`src/rtl/down_fifo_pattern_gen.sv`:
```
// Write-side traffic source for the DMA down FIFO: emits a programmable run of
// pattern words under full-flag backpressure, optionally repeating one word.
module down_fifo_pattern_gen #(
   parameter int DATA_W = 32,
   parameter int CNT_W  = 16
) (
   input  logic              clk_i,
   input  logic              reset_n_i,
   input  logic              start_i,
   input  logic              abort_i,
   input  logic [1:0]        mode_i,
   input  logic [DATA_W-1:0] seed_i,
   input  logic [CNT_W-1:0]  length_i,
   input  logic              dup_inject_i,
   input  logic [CNT_W-1:0]  dup_index_i,
   input  logic              fifo_full_i,
   output logic              fifo_wr_en_o,
   output logic [DATA_W-1:0] fifo_wr_data_o,
   output logic              busy_o,
   output logic              done_o,
   output logic [CNT_W-1:0]  words_o,
   output logic [CNT_W-1:0]  stall_cnt_o
);

   typedef enum logic [1:0] {IDLE, LOAD, RUN, DONE} state_t;

   localparam logic [1:0]        MODE_INC  = 2'b00;
   localparam logic [1:0]        MODE_DEC  = 2'b01;
   localparam logic [1:0]        MODE_LFSR = 2'b10;
   localparam logic [DATA_W-1:0] LFSR_TAPS = DATA_W'(32'h0040_0007);

   state_t              state_q;
   logic [1:0]          mode_q;
   logic [CNT_W-1:0]    len_q;
   logic                dup_en_q;
   logic [CNT_W-1:0]    dup_idx_q;
   logic [DATA_W-1:0]   data_q;
   logic [CNT_W-1:0]    words_q;
   logic [CNT_W-1:0]    stall_q;
   logic [DATA_W-1:0]   data_next;
   logic [DATA_W-1:0]   seed_fixed;
   logic                accept;

   // LFSR and walking-one would lock up on an all-zero word, so seed 0 becomes 1
   assign seed_fixed = (mode_i[1] && seed_i == '0) ? DATA_W'(1) : seed_i;

   always_comb begin
      data_next = data_q;
      case (mode_q)
         MODE_INC:  data_next = data_q + DATA_W'(1);
         MODE_DEC:  data_next = data_q - DATA_W'(1);
         MODE_LFSR: data_next = {data_q[DATA_W-2:0], 1'b0} ^ (data_q[DATA_W-1] ? LFSR_TAPS : '0);
         default:   data_next = {data_q[DATA_W-2:0], data_q[DATA_W-1]};
      endcase
   end

   // The full flag and abort gate the write in the same cycle
   assign accept         = (state_q == RUN) && !fifo_full_i && !abort_i;
   assign fifo_wr_en_o   = accept;
   assign fifo_wr_data_o = data_q;
   assign busy_o         = (state_q == LOAD) || (state_q == RUN);
   assign done_o         = (state_q == DONE) && !abort_i;
   assign words_o        = words_q;
   assign stall_cnt_o    = stall_q;

   always_ff @(posedge clk_i or negedge reset_n_i) begin
      if (!reset_n_i) begin
         state_q   <= IDLE;
         mode_q    <= MODE_INC;
         len_q     <= '0;
         dup_en_q  <= 1'b0;
         dup_idx_q <= '0;
         data_q    <= '0;
         words_q   <= '0;
         stall_q   <= '0;
      end else begin
         case (state_q)
            IDLE: begin
               if (start_i && !abort_i) state_q <= LOAD;
            end
            LOAD: begin
               if (abort_i) begin
                  state_q <= IDLE;
               end else begin
                  mode_q    <= mode_i;
                  len_q     <= length_i;
                  dup_en_q  <= dup_inject_i;
                  dup_idx_q <= dup_index_i;
                  data_q    <= seed_fixed;
                  words_q   <= '0;
                  stall_q   <= '0;
                  state_q   <= (length_i == '0) ? DONE : RUN;
               end
            end
            RUN: begin
               if (abort_i) begin
                  state_q <= IDLE;
               end else if (fifo_full_i) begin
                  if (stall_q != '1) stall_q <= stall_q + CNT_W'(1);
               end else begin
                  words_q <= words_q + CNT_W'(1);
                  // Holding the data reg on the chosen index repeats that word once
                  if (!(dup_en_q && words_q == dup_idx_q)) data_q <= data_next;
                  if (words_q == len_q - CNT_W'(1)) state_q <= DONE;
               end
            end
            DONE: begin
               state_q <= IDLE;
            end
            default: state_q <= IDLE;
         endcase
      end
   end

endmodule

```
`config.mk`:
```
export PLATFORM = sky130hd
export DESIGN_NAME = down_fifo_pattern_gen
export DESIGN_NICKNAME = d
export VERILOG_FILES = /design/src/rtl/down_fifo_pattern_gen.sv
export SDC_FILE = /design/constraint.sdc
export NUM_CORES = 1
export LEC_CHECK = 0
export ABC_AREA = 1
export BUFFER_PORTS_ARGS = -buffer_cell sky130_fd_sc_hd__buf_2
export CORE_MARGIN = 2
export CORE_UTILIZATION = 52
export DETAILED_ROUTE_END_ITERATION = 7
export PLACE_DENSITY = 0.78
export RECOVER_POWER = 50
export SLEW_MARGIN = 20
export SYNTH_ARGS = -nofsm -noshare
export SYNTH_HDL_FRONTEND = slang
export SYNTH_SLANG_ARGS = --single-unit
```
`constraint.sdc`:
```
create_clock -name clk_i -period 2 [get_ports clk_i]
set_clock_uncertainty 0.1 [all_clocks]
set_input_delay 0.4 -clock clk_i [delete_from_list [all_inputs] [get_ports clk_i]]
set_output_delay 0.4 -clock clk_i [all_outputs]
set_load 0.05 [all_outputs]
```
==> flow_summary.ini, run 1 <==
[outcome]
outcome = finished, violations left
failed_checks = setup timing

[routing]
wl_mm = 35.6
antenna_left = 0
drt-pass1-iter-count = 6
viasPerCell = 6.13
wl_per_cell_um = 19.6
vias = 11200
drt_iter0_drc = 1132
drc = 0

[die]
die_area_mm2 = 0.0163
initial_core_util = 0.528
die_w_um = 128
die-height_um = 128
io_pins = 139
rows = 45
coreArea_mm2 = 0.0151

[yosys]
ys_ff_latch = 101
postSynthCellCount = 1279
async_reset_ff_frac = 1.00
synth.distinct_cells = 46
netlist_area_mm2 = 0.00797
yosys_warnings = 0
synth_top_area_cell = dfrtp_1
synth_top_area_frac = 0.317
syn_area_per_cell_um2 = 6.23
synth.cells.most_frequent = nand2_1, inv_1, nor2_1, a21oi_1, dfrtp_1
synth_fp_nets = 1360
yosysSeqAreaShare = 0.317
yosysMostFrequentCell = nand2_1
ys.flop_type = dfrtp_1
netlist_top_cells_area = dfrtp_1, nand2_1, a21oi_1, inv_1, nor2_1
synth_edf_count = 0

[final_layout]
postLayoutCoreUtil = 0.835
design_area_mm2 = 0.0126
antennaDiodeCount = 0
stdcell_count = 1819
synthToLayoutAreaGrowth_pct = 58.1
fill_cells = 874
final_layout_size_suffix_gt1_frac = 0.427
final_nets = 1707

[clock_network]
htreeDepth = 3
path_clk_slew_ps = 80
cts-buffers-inserted = 9
clkLatencyLatePin_ps = 370
max-clock-path-buffers = 2
root_buffer = clkbuf_16
cts_tree = done
cts.sinks = 101

[global_route]
antenna_found_initial = 0
grt_pass1_vias = 9818
grt_first_pass_wirelength_mm = 48.8
grt_max_degree = 55
grt-ovfl-total = 0
grt_util_all_layers = 0.379

[critical_path]
cpMaxStageDelayCell = dfrtp_1
cp-start-kind = register
worst-path-buf-inv = 4
cpPeakStageDelay_ps = 420
worstPathArrival_ps = 2600
worstPathCellList = buf_6 > nor2_4 > buf_6 > nand2_4 > nand2_4 > buf_6 > nand4_1 > nor2_1 > nand2_2 > nand2_4 > buf_4 > nand2_1 > nand2_2 > o21ai_2 > a21oi_2
required_ps = 2200
path_delay_family = simple AND/OR/NAND/NOR gates
end_kind = register
worstPathMaxFanout = 8
worstSetupPathType = register to register

[power_and_ir_drop]
p_leak_nw = 6.22
ir_drop_v = 0.00159
total_power_mw = 23.8
combPwrFrac = 0.771
pwr-share-clk = 0.079
p_int_mw = 10.9
swShare = 0.544
sequentialPowerShare = 0.151
p_switching_mw = 13.0
power_density_mw_per_mm2 = 1890

[sta]
tns_ps = -11680
layout_min_cycle_time_ps = 2390
clock.fmax_ghz = 0.418
fin_ws_ps = -394
timing.slew.headroom = 0.320
final-hold-violation-count = 0
setup_violations = 46
fin_crit_sh = 1.20
rsz0062_at_grt = true
worstMarginPinSlew_ps = 1020
slew_viol_final = 0
hold-worst-slack_ps = 124

[placement]
hpwl_mm = 21.1
placed_cells = 1748
gp_congestion = 0.982
dp_slack_ps = -276
place_area_mm2 = 0.0103
io_buffers = 138

[job]
maxCapViolations = 0

[hold_path]
min_path_type = primary input to register
[worst min-delay path: stages]
cell     delay (ps)
buf_2            70
nand2_1          40
nand2_1          50
[cells in the final DEF, fill, tap and decap left out, types with 7 or more instances in the layout]
cell / Yosys / final
nor3_1: 19 / 10
buf_6: 2 / 30
clkbuf_16: 0 / 12
o21ai_1: 1 / 11
nor2_2: 2 / 29
nand3_1: 74 / 55
xor2_1: 26 / 24
xnor2_1: 14 / 13
nor3_2: 1 / 7
dfrtp_1: 101 / 85
o21ai_0: 55 / 38
nand2_2: 3 / 86
nand3_2: 0 / 13
a21oi_2: 0 / 31
buf_4: 5 / 184
inv_1: 143 / 125
nand2_1: 434 / 324
dfrtp_2: 0 / 16
nor4_1: 12 / 11
a41oi_1: 16 / 12
inv_2: 2 / 17
a21oi_1: 123 / 90
buf_12: 0 / 11
nand4_1: 15 / 15
buf_2: 4 / 128
nor2_4: 1 / 33
nand2_4: 1 / 27
nor2_1: 140 / 81
[path summary, 6_finish.rpt]
| kind | from | endpoint | slack, ps | cells after the start |
|---|---|---|---|---|
| worst min-delay path | dup_index_i[1] | dup_idx_q[1] | 120 | 3 |
| worst max-delay path | mode_q[1] | fifo_wr_data_o[14] | -390 | 15 |
| worst min register to register | dup_idx_q[13] | dup_idx_q[13] | 390 | 2 |
| min in group asynchronous | reset_n_i | fifo_wr_data_o[28] | 650 | 2 |
| max in group asynchronous | reset_n_i | mode_q[0] | 110 | 3 |
| worst max register to register | mode_q[1] | fifo_wr_data_o[14] | -390 | 15 |
[registers in the layout, indices dropped and copies added, names as in the netlist]
register and flops:
fifo_wr_data_o 32, dup_idx_q 16, len_q 16, stall_cnt_o 16, words_o 16, mode_q 2, state_q 2, dup_en_q 1
[timing repair]
action / CTS / global route
resized for setup: 138 / 273
cloned: 7 / 3
setup endpoints to repair: 54 / 61
endpoints found under the hold margin: 32 / 0
hold buffers: 1 / 0
pin swaps: 37 / 79
buffers inserted: 28 / 27
[power groups by stage]
stage          combinational (mW)  clock (mW)  sequential (mW)
2_1_floorplan                6.81           0             4.56
3_3_place_gp                 13.0           0             3.45
3_5_place_dp                 13.1           0             3.47
4_1_cts                      15.0        1.88             3.45
5_1_grt                      19.4        1.96             3.67
6_report                     18.4        1.88             3.60
[layout make-up]
type / count / area, um2 / share of cell area
inverters: 146 / 566 / 0.0449
clock inverters: 7 / 90.1 / 0.00715
flip-flops and latches: 101 / 2550 / 0.202
multi-input cells: 991 / 6020 / 0.478
well taps: 188 / 235 / 0.0187
clock buffers: 9 / 225 / 0.0179
repair buffers: 377 / 2920 / 0.231
[kinds of logic (layout without fill, tap and decap cells)]
family          after synthesis  count (layout)  synth area share
flops                       101             101             0.317
fa+ha+maj                     9               9            0.0141
xor+xnor                     42              42            0.0480
buf+inv                     187             539            0.0930
compound gates              219             219             0.153
simple gates                721             721             0.374
[routing by layer]
metal / vias to the layer above / part of all wire / track usage
met5: - / 0 / 0
met4: 0 / 0.077 / 0.171
met3: 249 / 0.10 / 0.0630
met2: 913 / 0.47 / 0.644
met1: 5153 / 0.35 / 0.474
li1: 4838 / - / -
(Power assumes the default switching activity.)
==> inputs of run 2 (changes only) <==
--- a/config.mk
+++ b/config.mk
@@ -6,11 +6,11 @@
 export NUM_CORES = 1
 export LEC_CHECK = 0
 export ABC_AREA = 1
-export BUFFER_PORTS_ARGS = -buffer_cell sky130_fd_sc_hd__buf_2
 export CORE_MARGIN = 2
-export CORE_UTILIZATION = 52
+export CORE_UTILIZATION = 55
 export DETAILED_ROUTE_END_ITERATION = 7
-export PLACE_DENSITY = 0.78
+export DONT_BUFFER_PORTS = 1
+export PLACE_DENSITY = 0.73
 export RECOVER_POWER = 50
 export SLEW_MARGIN = 20
 export SYNTH_ARGS = -nofsm -noshare
==> run 2 against run 1 <==
Effect of this change:
- the flow finishes with violations (hold timing, setup timing)
- cell count is 5.7% lower
- non-clock buffer count is 95 lower
- combinational power hardly changed
==> flow_summary.ini, run 2 (same netlist as run 1, synthesis figures left out) <==
[sta]
fin_ws_ps = -365
clock.fmax_ghz = 0.423
tns_ps = -12930
final-hold-violation-count = 101
hold-worst-slack_ps = -380
rsz0062_at_grt = true
layout_min_cycle_time_ps = 2370
setup_violations = 54
timing.slew.headroom = 0.502
worstMarginPinSlew_ps = 747
fin_crit_sh = 1.18
slew_viol_final = 0

[clock_network]
max-clock-path-buffers = 2
cts_tree = done
cts.sinks = 101
htreeDepth = 3
root_buffer = clkbuf_16
clkLatencyLatePin_ps = 360
path_clk_slew_ps = 80
cts-buffers-inserted = 9

[global_route]
grt_first_pass_wirelength_mm = 48.6
antenna_found_initial = 0
grt_pass1_vias = 9739
grt_max_degree = 102
grt-ovfl-total = 0
grt_util_all_layers = 0.387

[power_and_ir_drop]
ir_drop_v = 0.00167
power_density_mw_per_mm2 = 1950
p_leak_nw = 5.89

[critical_path]
end_kind = register
crit_path_start = mode_q[0]
worstPathArrival_ps = 2510
ff2ff_path_depth = 17
worstSetupPathType = register to register
cp-start-kind = register
worstPathMaxFanout = 7
r2r-start = mode_q[0]
required_ps = 2150

[final_layout]
multi_input_area_mm2 = 0.00611
final_layout_size_suffix_gt1_frac = 0.400
antennaDiodeCount = 0
final_nets = 1612
mostFrequentLayoutCells = nand2_1, buf_4, inv_1
stdcell_count = 1716
fill_cells = 766
seqCellArea_mm2 = 0.00255
design_area_mm2 = 0.0122
synthToLayoutAreaGrowth_pct = 53.4
largest_reg_flops = 32
final_common_cell = nand2_1

[placement]
io_buffers = 0
hpwl_mm = 20.8
place_area_mm2 = 0.00992
placed_cells = 1652
gp_congestion = 0.991

[routing]
drt-pass1-iter-count = 6
drt_iter0_drc = 1336
drc = 0
wl_mm = 35.6
wl_per_cell_um = 20.7
antenna_left = 0
viasPerCell = 6.13
vias = 10500

[job]
maxCapViolations = 0

[die]
coreArea_mm2 = 0.0140
die-height_um = 124
initial_core_util = 0.567
rows = 43
io_pins = 139
die_w_um = 124
die_area_mm2 = 0.0155

[hold_path]
min_path_type = primary input to async pin

[outcome]
outcome = finished, violations left
failed_checks = hold timing, setup timing
run 2: worst paths after layout:
| kind | endpoint | slack, ps |
|---|---|---|
| worst min register to register | dup_idx_q[12] | 390 |
| min in group clk_i | dup_idx_q[12] | 50 |
| worst max-delay path | fifo_wr_data_o[12] | -370 |
| worst max register to register | fifo_wr_data_o[12] | -370 |
| worst min-delay path | dup_idx_q[11] | -380 |
| max in group asynchronous | mode_q[1] | 2010 |
run 2: routing by layer:
metal,vias to the layer above,wire length [um],GRT usage,share of wire
met5,-,0,0,0
met4,0,2370,0.196,0.067
met3,204,3430,0.0735,0.096
met2,761,17100,0.646,0.48
met1,4906,12700,0.479,0.36
li1,4653,-,-,-
run 2: timing repair:
item / CTS / global route
pin swaps: 72 / 89
setup buffers: 24 / 26
endpoints found under the hold margin: 101 / 101
gates resized for setup: 208 / 215
endpoints found under the setup margin: 54 / 55
gates cloned: 7 / 1
run 2: final cells by class:
class	instances	share of cell area
inverter	146	0.0467
clock inverter	6	0.00655
sequential	101	0.209
clock buffer	10	0.0195
tap	180	0.0184
timing repair buffer	282	0.200
multi-input combinational	991	0.500
run 2: metrics by stage:
stage,total power [mW],hold WS [ps],worst slack [ps],util
after floorplan,11.4,4.41,-73.5,-
after global placement,16.5,5.89,-275,0.707
after detailed placement,16.6,5.66,-314,0.707
after CTS,21.0,-381,-225,0.808
after global routing,25.0,-392,-441,0.871
final,23.9,-380,-365,0.871
run 2: report_power, final:
| group | switching [mW] | total [mW] | internal, mW |
|---|---|---|---|
| Clock | 0.914 | 1.95 | 1.03 |
| Combinational | 11.3 | 18.5 | 7.21 |
| Sequential | 0.720 | 3.49 | 2.77 |
run 2: critical path, cell delays in order, from the launching register on:
cell and delay, ps:
dfrtp_2 440, buf_12 140, nand2_8 110, buf_12 140, nand2_4 60, nand2_2 70, inv_2 50, ha_4 150
inv_2 60, nand2_4 70, nand2_4 70, nand2_4 80, nand3_4 110, nand2_4 100, a21oi_1 250, o21ai_2 100
nand2_1 90, a21oi_1 60
==> inputs of run 3 (changes only) <==
--- a/config.mk
+++ b/config.mk
@@ -10,7 +10,7 @@
 export CORE_UTILIZATION = 55
 export DETAILED_ROUTE_END_ITERATION = 7
 export DONT_BUFFER_PORTS = 1
-export PLACE_DENSITY = 0.73
+export PLACE_DENSITY = 0.7
 export RECOVER_POWER = 50
 export SLEW_MARGIN = 20
 export SYNTH_ARGS = -nofsm -noshare
==> constraint.sdc (replaced) <==
create_clock -name clk_i -period 3 [get_ports clk_i]
set_clock_uncertainty 0.1 [all_clocks]
set_input_delay 0.6 -clock clk_i [delete_from_list [all_inputs] [get_ports clk_i]]
set_output_delay 0.6 -clock clk_i [all_outputs]
set_load 0.05 [all_outputs]
==> run 3 against run 2 <==
Effect of this change:
- via count is 19% lower
- cell count is 12% lower
- register-to-register slack better by 630 ps
- the flow finishes with violations (hold timing)
- clock-buffer cell count stayed put
- combinational power is 63% lower
- non-clock buffer count is 209 lower
- critical path type unchanged
==> flow_summary.ini, run 3 (same netlist as run 1, synthesis figures left out) <==
[outcome]
outcome = finished, violations left
failed_checks = hold timing

[power_and_ir_drop]
combPwrFrac = 0.648
power_density_mw_per_mm2 = 1200
swShare = 0.571
p_leak_nw = 4.37
p_switching_mw = 6.03
pwr-share-clk = 0.119
sequentialPowerShare = 0.233
ir_drop_v = 0.000617
p_int_mw = 4.52

[final_layout]
final_nets = 1403
antennaDiodeCount = 0
mostFrequentLayoutCells = nand2_1, inv_1, nor2_1
synthToLayoutAreaGrowth_pct = 10.1
fill_cells = 1385
seqCellArea_mm2 = 0.00253
final_common_cell = nand2_1
postLayoutCoreUtil = 0.625
largest_reg_flops = 32
multi_input_area_mm2 = 0.00471
final_layout_size_suffix_gt1_frac = 0.0558

[sta]
hold-worst-slack_ps = -169
clock.fmax_ghz = 0.366
setup_violations = 0
fin_crit_sh = 0.912
tns_ps = 0
worstMarginPinSlew_ps = 873
rsz0062_at_grt = false
slew_viol_final = 0
timing.slew.headroom = 0.413
final-hold-violation-count = 101
layout_min_cycle_time_ps = 2740

[routing]
wl_mm = 24.2
vias = 8529
drt_iter0_drc = 906
drc = 0
antenna_left = 0
viasPerCell = 5.66
wl_per_cell_um = 16.0
drt-pass1-iter-count = 6

[die]
coreArea_mm2 = 0.0140
die_area_mm2 = 0.0155
die_w_um = 124
rows = 43
die-height_um = 124
io_pins = 139
initial_core_util = 0.567

[hold_path]
min_path_type = primary input to async pin

[global_route]
grt_pass1_vias = 8066
grt_max_degree = 102
grt_util_all_layers = 0.317
antenna_found_initial = 0
grt_first_pass_wirelength_mm = 40.4
grt-ovfl-total = 0

[critical_path]
cpMaxStageDelayCell = clkbuf_1
worstPathMaxFanout = 30
path_delay_family = buffers and inverters
end_kind = register
worstPathCellList = clkbuf_1 > inv_1 > o2111ai_1 > nor2_1 > nand3_1 > nand2_2 > inv_1 > buf_4 > nor2_1 > a21oi_1
required_ps = 3170
worst-path-buf-inv = 4
cpPeakStageDelay_ps = 630
cp-start-kind = register
worstSetupPathType = register to register
worstPathArrival_ps = 2910

[clock_network]
cts-buffers-inserted = 9
cts.sinks = 101
clkLatencyLatePin_ps = 360
max-clock-path-buffers = 2
path_clk_slew_ps = 70
root_buffer = clkbuf_16
htreeDepth = 3
cts_setup_buffers = 0
cts_tree = done

[placement]
io_buffers = 0
hpwl_mm = 18.4
gp_congestion = 0.963

[job]
maxCapViolations = 0
[run 3: cell count changes in the layout (fill, tap and decap cells not counted), sizes merged]
cell,previous run,this run
buf,272,42
inv,146,148
clkbuf,20,41
clkinv,5,3
[run 3: final timing paths]
| check | from | endpoint | slack, ps | cells after the start |
|---|---|---|---|---|
| min reg2reg | dup_en_q | dup_en_q | 380 | 2 |
| min in group clk_i | length_i[4] | len_q[4] | 250 | 2 |
| max reg2reg | words_o[7] | fifo_wr_data_o[3] | 260 | 10 |
| max in group asynchronous | reset_n_i | fifo_wr_data_o[10] | 2770 | 0 |
| min | reset_n_i | words_o[14] | -170 | 0 |
| max | words_o[7] | fifo_wr_data_o[3] | 260 | 10 |
[run 3: final cells by class]
type                    count  share of cell area
multi-input cells         991               0.537
well taps                 180              0.0257
clock inverters             6             0.00913
inverters                 146              0.0625
flip-flops and latches    101               0.288
repair buffers             73              0.0520
clock buffers              10              0.0261
[run 3: worst register-to-register path: stages (launching register included)]
cell	delay, ps
dfrtp_1	320
clkbuf_1	630
inv_1	230
o2111ai_1	260
nor2_1	70
nand3_1	130
nand2_2	190
inv_1	90
buf_4	350
nor2_1	80
a21oi_1	180
[run 3: stage by stage]
stage	hold slack, ps	cells	total power [mW]	instance area (um2)	setup WS, ps
5_1_grt	-189	1507	11.5	8770	49.0
4_1_cts	-180	1507	10.5	8890	277
6_report	-169	1507	10.5	8770	264
2_1_floorplan	204	1279	7.49	7970	723
3_3_place_gp	206	1491	9.20	8580	392
3_5_place_dp	206	1491	9.26	8580	349
[run 3: per-layer routing]
layer	routed length (um)	GRT usage	share of wire	vias up
met5	0	0	0	-
met4	717	0.104	0.030	0
met3	2260	0.0803	0.093	55
met2	11500	0.532	0.48	396
met1	9710	0.401	0.40	3848
li1	-	-	-	4230
[run 3: power groups by stage]
stage	combinational (mW)	clock [mW]	sequential, mW
2_1_floorplan	4.46	0	3.03
3_3_place_gp	6.74	0	2.46
3_5_place_dp	6.79	0	2.48
4_1_cts	6.82	1.27	2.46
5_1_grt	7.64	1.32	2.53
6_report	6.83	1.25	2.46
[run 3: repair_timing]
| action | CTS | global route |
|---|---|---|
| setup endpoints to repair | 0 | 3 |
| resized for setup | 0 | 1 |
| hold endpoints to repair | 101 | 101 |
